===== src/rtl/rob_alloc_ctrl.sv =====
// ROB tag-space allocation/retirement controller: all-or-nothing multi-slot
// tag grants against registered occupancy, in-order retire, flush/reset clear.
module rob_alloc_ctrl #(
  parameter int ROB_DEPTH  = 16,
  parameter int TAG_WIDTH  = $clog2(ROB_DEPTH),
  parameter int PIPE_WIDTH = 2
) (
  input  logic                      clk,
  input  logic                      rst,
  input  logic                      flush,
  input  logic                      alloc_stall,
  input  logic [1:0]                alloc_req,
  output logic [1:0]                alloc_gnt,
  output logic [1:0][TAG_WIDTH-1:0] alloc_tags,
  input  logic [1:0]                commit_req,
  output logic [TAG_WIDTH-1:0]      head_tag,
  output logic [TAG_WIDTH:0]        count,
  output logic                      full,
  output logic                      empty,
  output logic                      commit_err
);

  localparam int CW = $clog2(PIPE_WIDTH + 1);
  localparam logic [TAG_WIDTH:0] DEPTH_C = (TAG_WIDTH+1)'(ROB_DEPTH);

  logic [TAG_WIDTH-1:0] r_head;
  logic [TAG_WIDTH-1:0] r_tail;
  logic [TAG_WIDTH:0]   r_count;
  logic                 r_commit_err;

  logic [CW-1:0]        w_n_req;
  logic [CW-1:0]        w_n_gnt;
  logic [CW-1:0]        w_n_com;
  logic [CW-1:0]        w_n_com_eff;
  logic [TAG_WIDTH:0]   w_free;
  logic                 w_alloc_ok;
  logic                 w_com_err;

  always_comb begin
    w_n_req    = CW'(alloc_req[0]) + CW'(alloc_req[1]);
    w_free     = DEPTH_C - r_count;
    // Space is judged on registered count only; same-cycle retires free nothing.
    w_alloc_ok = !alloc_stall && !flush && !rst && (w_free >= (TAG_WIDTH+1)'(w_n_req));
    w_n_gnt    = w_alloc_ok ? w_n_req : '0;

    w_n_com     = CW'(commit_req[0]) + CW'(commit_req[1]);
    w_com_err   = (commit_req == 2'b10) || ((TAG_WIDTH+1)'(w_n_com) > r_count);
    w_n_com_eff = w_com_err ? '0 : w_n_com;
  end

  assign alloc_gnt     = w_alloc_ok ? alloc_req : 2'b00;
  assign alloc_tags[0] = r_tail;
  assign alloc_tags[1] = alloc_req[0] ? r_tail + TAG_WIDTH'(1) : r_tail;

  always_ff @(posedge clk) begin
    if (rst || flush) begin
      r_head       <= '0;
      r_tail       <= '0;
      r_count      <= '0;
      r_commit_err <= 1'b0;
    end else begin
      r_tail       <= r_tail + TAG_WIDTH'(w_n_gnt);
      r_head       <= r_head + TAG_WIDTH'(w_n_com_eff);
      r_count      <= r_count + (TAG_WIDTH+1)'(w_n_gnt) - (TAG_WIDTH+1)'(w_n_com_eff);
      r_commit_err <= w_com_err;
    end
  end

  assign head_tag   = r_head;
  assign count      = r_count;
  assign full       = (r_count == DEPTH_C);
  assign empty      = (r_count == '0);
  assign commit_err = r_commit_err;

endmodule


===== config.mk =====
export PLATFORM = sky130hd
export DESIGN_NAME = rob_alloc_ctrl
export DESIGN_NICKNAME = d
export VERILOG_FILES = /design/src/rtl/rob_alloc_ctrl.sv
export SDC_FILE = /design/constraint.sdc
export NUM_CORES = 1
export LEC_CHECK = 0
export CAP_MARGIN = 20
export CORE_MARGIN = 2
export CORE_UTILIZATION = 55
export DETAILED_ROUTE_END_ITERATION = 16
export DONT_BUFFER_PORTS = 1
export PLACE_DENSITY_LB_ADDON = 0.1
export SYNTH_ARGS = -nofsm -noshare
export SYNTH_HDL_FRONTEND = slang
export SYNTH_SLANG_ARGS = --single-unit

===== constraint.sdc =====
create_clock -name clk -period 7.4 [get_ports clk]
set_input_delay 0.74 -clock clk [delete_from_list [all_inputs] [get_ports clk]]
set_output_delay 0.74 -clock clk [all_outputs]
set_load 0.02 [all_outputs]

Word level (Yosys, flattened, before mapping)
Index checks and enable logic that the tools add are counted.
- register bits: 14
- bits in latches: 0
- bits in writable memories: 0
- ROM bits: 0
- input port bits: 8
- output and inout bits: 22
- logic and storage cells: 29
- memories: 0
- add/sub/neg operators: 8
- multipliers: 0
- divide/modulo/power cells: 0
- magnitude comparators: 2
- equality and inequality tests: 2
- shift operators: 0
- muxes and demuxes: 4
- bitwise operators: 0
- reduce and logical (&&, ||, !) cells: 9
- operator list (operator ; number):
    4-bit by 2-bit adder with 4-bit output ; 2
    2-bit two-way mux ; 3
    5-bit by 2-bit adder with 5-bit output ; 1
    5-bit equality test, second input constant ; 1
    5-bit by 2-bit >= comparator with 1-bit output ; 1
    2-bit by 5-bit > comparator with 1-bit output ; 1
    5-bit logical NOT ; 1
    5-bit by 2-bit subtractor with 5-bit output ; 1
    5-bit subtractor, first input constant ; 1
    1-bit by 1-bit adder with 2-bit output ; 2
    4-bit by 1-bit adder with 4-bit output, second input constant ; 1
    4-bit two-way mux ; 1
    1-bit logical AND ; 3
    1-bit logical NOT ; 3
    2-bit equality test, second input constant ; 1
    1-bit logical OR ; 2

Depth between registers and ports, before layout
Gate-level depths: netlist of the first run.
- depth in word-level cells: 7
- depth in mapped cells: 14

Worst setup path before layout of the first run
No wires, ideal clock.
- path type: input to register
- from: input port commit_req[0]
- to: register r_count[3] (netlist: count[3])
- setup time: 0.072 ns
- arrival: 3.303 ns
- setup slack: 4.026 ns
- stages: 12
- buffers on the path: 0
- cells stage by stage: inv_1 > ha_1 > ha_1 > nand4b_1 > o2111a_1 > nor3b_1 > fa_1 > inv_1 > ha_1 > a21o_1 > a21oi_1 > mux2i_1
- longest elaborated chain between the ends: 5
- ends and longest elaborated chain (item ; RTL line ; text):
    start: declaration ; 15 ; input logic [1:0] commit_req,
    1-bit by 1-bit adder with 2-bit output ; 46 ; w_n_com = CW'(commit_req[0]) + CW'(commit_req[1]);
    2-bit by 5-bit > comparator with 1-bit output ; 47 ; w_com_err = (commit_req == 2'b10) || ((TAG_WIDTH+1)'(w_n_com) > r_count);
    1-bit logical OR ; 47 ;
    2-bit two-way mux * ; 48 ; w_n_com_eff = w_com_err ? '0 : w_n_com;
    5-bit by 2-bit subtractor with 5-bit output * ; 64 ; r_count <= r_count + (TAG_WIDTH+1)'(w_n_gnt) - (TAG_WIDTH+1)'(w_n_com_eff);
    end signal: assignment ; 64 ;
    end: declaration ; 28 ; logic [TAG_WIDTH:0] r_count;
Mark *: on every way between the ends. The rest lies on a longest branch, timed or not.
A chain may end at the register's enable or synchronous reset.

Final worst setup path of the first run
- from: register r_count[2] (netlist: count[2])
- to: register r_count[3] (netlist: count[3])
- longest elaborated chain between the ends: 6
- ends and longest elaborated chain (item ; RTL line ; text):
    5-bit subtractor ; 41 ; w_free = DEPTH_C - r_count;
    5-bit by 2-bit >= comparator with 1-bit output ; 43 ; w_alloc_ok = !alloc_stall && !flush && !rst && (w_free >= (TAG_WIDTH+1)'(w_n_req));
    1-bit logical AND ; 43 ;
    2-bit two-way mux ; 44 ; w_n_gnt = w_alloc_ok ? w_n_req : '0;
    5-bit by 2-bit adder with 5-bit output ; 64 ;
    5-bit by 2-bit subtractor with 5-bit output * ; 64 ;
Marks and branches as above.

==> results of run 1 <==
-- cells by family (layout without fill, tap and decap cells) --
family                   Yosys count  count (layout)  synth area share
multiplexers                       2               2            0.0177
AO/OA/AOI/OAI                     24              24             0.137
XOR/XNOR                           6               6            0.0465
flip-flops                        14              14             0.248
adder cells (fa/ha/maj)           26              26             0.315
AND/OR/NAND/NOR                   33              33             0.176
buffers and inverters             18              21            0.0598
-- worst max-delay path by stage --
stage,endpoint,slack (ns),depth (start not counted)
after floorplan,count[3],4.03,12
after global placement,count[3],3.79,12
after detailed placement,count[3],3.75,12
after CTS,count[3],3.78,13
after global routing,count[3],3.55,13
final,count[3],3.79,13
-- metrics by stage --
step | hold WS [ns] | cells | power [uW]
global placement | 0.574 | 149 | 324
CTS | 0.601 | 153 | 389
detailed placement | 0.588 | 149 | 330
floorplan | 0.558 | 123 | 285
finish | 0.596 | 153 | 385
global route | 0.628 | 153 | 421
-- synthesized netlist by cell type (2+ instances only) --
cell | count | share of area
dfxtp_1 | 14 | 0.25
nand2_1 | 4 | 0.013
ha_1 | 22 | 0.24
inv_1 | 17 | 0.056
nor2_1 | 5 | 0.017
mux2i_1 | 2 | 0.018
nor3_1 | 2 | 0.0089
nor2b_1 | 2 | 0.011
xnor2_1 | 4 | 0.031
fa_1 | 4 | 0.071
xor2_1 | 2 | 0.016
nor3b_1 | 2 | 0.013
a21boi_1 | 2 | 0.013
a21oi_1 | 8 | 0.035
and2_1 | 6 | 0.033
nand3b_1 | 3 | 0.020
o21bai_1 | 2 | 0.013
o21ai_0 | 6 | 0.027
or3_1 | 4 | 0.022
-- flip-flops by register name, summed over array words and instances (netlist names) --
| signal | count |
|---|---|
| r_tail | 4 |
| head_tag | 4 |
| commit_err | 1 |
| count | 5 |
-- power by group --
group	internal (uW)	total, uW	switching [uW]
Combinational	94.0	210	116
Clock	29.9	56.6	26.7
Sequential	87.5	119	31.0
-- layout make-up --
class / instances / area share
multi-input combinational: 91 / 0.654
sequential: 14 / 0.234
inverter: 17 / 0.0533
clock buffer: 4 / 0.0303
tap: 27 / 0.0282
-- layer usage --
layer,up-vias,track usage
li1,428,-
met4,0,0.105
met5,-,0
met1,373,0.261
met3,6,0.0460
met2,26,0.354
-- tightest hold or removal path: cells and delay by family, from the launching register on --
family	cells	cell delay [ns]
flip-flops	1	0.39
AO/OA/AOI/OAI	2	0.16
==> impl_metrics.json, run 1 <==
{
  "crit_required_ns": 7.62,
  "postSynthCellCount": 123,
  "peakVddDrop_v": 0.000199,
  "grt_pass1_vias": 874,
  "finalHoldViolCount": 0,
  "ys_warn_count": 0,
  "synth-edff-count": 0,
  "multi_input_area_sq_um": 782,
  "cts_made_buffers": 3,
  "slowest_stage": "dfxtp_1",
  "drt_pass1_iterations": 2,
  "path_buf_inv": 2,
  "leakagePower_uw": 0.000526,
  "area_delta_synth_final_pct": 5.87,
  "run_status": "finished clean",
  "clk_pin_slew_ns": 0.09,
  "crit_path_frequent_cell": "ha_1",
  "crit_path_max_incr_delay_ns": 0.58,
  "synth_seq_cells": 14,
  "fin_util": 0.616,
  "power.density_nw_per_um2": 322,
  "gp_congestion": 0.797,
  "mostFrequentLayoutCells": "ha_1, inv_1, dfxtp_1, a21oi_1",
  "synth_flop_cell": "dfxtp_1",
  "rr_endpoint": "count[3]",
  "setup_viol": 0,
  "cts_buffer_depth": 2,
  "finalMaxSlewViolations": 0,
  "cts_resized": 0,
  "coreArea_sq_um": 1940,
  "tns_ns": 0,
  "r2r-start": "count[2]",
  "cp-end-kind": "flop",
  "crit_type": "flop to flop",
  "io_buffers": 0,
  "avgSynthCellArea_sq_um": 9.19,
  "drc": 0,
  "pre_cts_ws_ns": 3.75,
  "crit_chain": "inv_1 -> ha_1 -> and2_1 -> ha_1 -> nor2b_1 -> o2111ai_1 -> o21ai_0 -> fa_1 -> inv_1 -> ha_1 -> a21o_1 -> a21oi_1 -> mux2i_1",
  "synth_sequential_area_ratio": 0.248,
  "dp_hpwl_mm": 1.87,
  "cap_viol_max_count": 0,
  "whs_path_depth": 2,
  "postCtsHoldBufs": 0,
  "initial_core_util": 0.582,
  "async_flop_share": 0,
  "layout.nets": 161,
  "postCtsSetupBuffers": 0,
  "r2r_cells": 13,
  "num_antenna_cells": 0,
  "vias": 833,
  "post-route-period-util": 0.487,
  "ant_nets": 0,
  "clk-insertion-delay-late_ns": 0.28,
  "setup_ws_ns": 3.79,
  "root_buffer": "clkbuf_4",
  "critPathLaunchType": "flop",
  "cp_top_family": "adder cells",
  "syn_nets": 157,
  "max_freq_mhz": 277,
  "die_area_sq_um": 2430,
  "wl_per_cell_um": 14.8,
  "drive_above_1_share": 0.0476,
  "grt_first_pass_wirelength_mm": 3.95,
  "rsz0062_at_grt": "false",
  "wl_met1_mm": 1.01,
  "rows": 16,
  "routed_wl_mm": 2.26,
  "routed_via_density": 5.44,
  "cts_tree": "built",
  "fin_skew_ns": 0.00673,
  "wl_met3_um": 123,
  "place_area_sq_um": 1160,
  "grt_use_total": 0.214,
  "critPathLaunch": "count[2]",
  "drtIter0Drc": 4,
  "reg2reg_slack_ns": 3.79,
  "holdCritPathClass": "flop to flop",
  "worstPathMaxFanout": 6,
  "io_pins": 30,
  "seq_area_sq_um": 280,
  "grt_max_degree": 11,
  "tightest_slew_ns": 0.668,
  "chipWidth_um": 49.3,
  "max_slew_margin": 0.553,
  "layout_commonest_cell": "ha_1",
  "overflow": 0,
  "synth_area_sq_um": 1130,
  "synth_cell_types": 31,
  "period_needed_ns": 3.61,
  "wl_met2_mm": 1.09,
  "fillers": 192,
  "min_from": "head_tag[3]",
  "antenna_found_initial": 0,
  "topRoutingLayerUsed": "met4",
  "cts_max_level": 1,
  "hold_path_end": "head_tag[3]",
  "stdcell_area_sq_um": 1200,
  "cts_num_sinks": 14,
  "arrival_ns": 3.83,
  "die_y_um": 49.3
}
(Power assumes the default switching activity.)
==> run 2, diff against run 1 <==
- clock period: 7.4 -> 3.1 ns (I/O delays scaled with it)
==> run 2 against run 1 <==
Maximum frequency increased by 22%. Sequential power increased by 99%. Global-route usage decreased by 0.53 points. Power increased to 2.7 times the previous value. Critical endpoint unchanged.
==> impl_metrics.json, run 2 (synthesis results as in run 1) <==
{
  "drt_pass1_iterations": 6,
  "tightest_slew_ns": 0.657,
  "power_uw": 1040,
  "ant_nets": 0,
  "antenna_found_initial": 0,
  "cts_num_sinks": 14,
  "setup_viol": 0,
  "die_area_sq_um": 2430,
  "grt_use_total": 0.209,
  "vias": 902,
  "leakagePower_uw": 0.000583,
  "max_slew_margin": 0.557,
  "setup_ws_ns": 0.154,
  "hold_ws_ns": 0.201,
  "place_area_sq_um": 1230,
  "cp_top_family": "adder cells",
  "crit_type": "flop to flop",
  "rows": 16,
  "postCtsHoldBufs": 0,
  "period_needed_ns": 2.95,
  "largest_reg_flops": 5,
  "num_antenna_cells": 0,
  "finalHoldViolCount": 0,
  "cts_max_level": 1,
  "cts_tree": "built",
  "layout_commonest_cell": "ha_1",
  "grt_max_degree": 11,
  "finalMaxSlewViolations": 0,
  "max_freq_mhz": 339,
  "drc": 0,
  "area_delta_synth_final_pct": 15.6,
  "initial_core_util": 0.582,
  "slowest_stage": "fa_1",
  "cp-end-kind": "flop",
  "dp_hpwl_mm": 1.94,
  "mostFrequentLayoutCells": "ha_1, inv_1, dfxtp_1, buf_4, a21oi_1",
  "chipWidth_um": 49.3,
  "coreArea_sq_um": 1940,
  "multi_input_area_sq_um": 813,
  "path_buf_inv": 2,
  "arrival_ns": 3.17,
  "worstPathMaxFanout": 4,
  "cap_viol_max_count": 0,
  "die_y_um": 49.3,
  "wl_per_cell_um": 14.9,
  "post-route-period-util": 0.950,
  "fillers": 189,
  "drive_above_1_share": 0.199,
  "crit_path_frequent_cell": "ha_1",
  "layout.nets": 171,
  "drtIter0Drc": 11,
  "seq_area_sq_um": 284,
  "cts_made_buffers": 3,
  "grt_first_pass_wirelength_mm": 3.92,
  "root_buffer": "clkbuf_4",
  "stdcell_area_sq_um": 1310,
  "clk-insertion-delay-late_ns": 0.28,
  "pre_cts_ws_ns": -0.0127,
  "run_status": "finished clean",
  "overflow": 0,
  "gp_congestion": 0.794,
  "peakVddDrop_v": 0.000605,
  "crit_required_ns": 3.32,
  "holdCritPathClass": "input pin to flop",
  "cts_buffer_depth": 2,
  "routed_wl_mm": 2.43,
  "io_buffers": 0,
  "clk_pin_slew_ns": 0.09,
  "power.density_nw_per_um2": 795,
  "critPathLaunchType": "flop",
  "crit_chain": "inv_1 -> ha_1 -> and2_1 -> ha_1 -> nor2b_4 -> o2111ai_2 -> o21ai_2 -> fa_1 -> inv_2 -> ha_1 -> a21o_1 -> a21oi_2 -> mux2i_1",
  "io_pins": 30,
  "final_cells": 163,
  "crit_path_max_incr_delay_ns": 0.42,
  "dp.cells": 158,
  "grt_pass1_vias": 902,
  "fin_skew_ns": 0.00494,
  "routed_via_density": 5.53
}
==> run 2: cell types whose count changed in the layout (fill, tap and decap cells not counted), sizes merged <==
cell,previous run,this run
buf,0,10
==> run 2: cell type report <==
class	instances	area share
clock buffers	4	0.0278
inverters	17	0.0489
multi-input cells	91	0.623
flip-flops and latches	14	0.217
well taps	27	0.0259
repair buffers	10	0.0575
==> run 2: metrics by stage <==
step | util | TNS [ns]
after floorplan | - | 0
after global placement | 0.635 | 0
after detailed placement | 0.635 | -0.0127
after CTS | 0.657 | 0
after global routing | 0.673 | -0.0228
final | 0.673 | 0
==> run 2: power breakdown <==
part | leakage, uW | switching (uW) | internal [uW]
Clock | 0.0000210 | 61.4 | 71.4
Combinational | 0.000447 | 371 | 297
Sequential | 0.000115 | 25.8 | 211
Total | 0.000583 | 458 | 580
==> run 2: worst paths after layout <==
kind	start	endpoint	slack, ns	cells after the start
max	count[0]	count[3]	0.15	13
min	rst	count[4]	0.20	2
max reg2reg	count[0]	count[3]	0.15	13
min reg2reg	head_tag[3]	head_tag[3]	0.59	2
==> run 2: per-layer routing <==
metal / track usage / wire [um] / vias up
met2: 0.365 / 1230 / 28
li1: - / - / 449
met5: 0 / 0 / -
met3: 0.0491 / 143 / 2
met4: 0.0571 / 14 / 0
met1: 0.253 / 1030 / 423
==> run 2: repair_timing <==
item                       4_1_cts  5_1_grt
setup endpoints to repair        1        2
setup buffers                    0        1
gates resized for setup          1        8
gates cloned                     0        0
pin swaps                        0        2
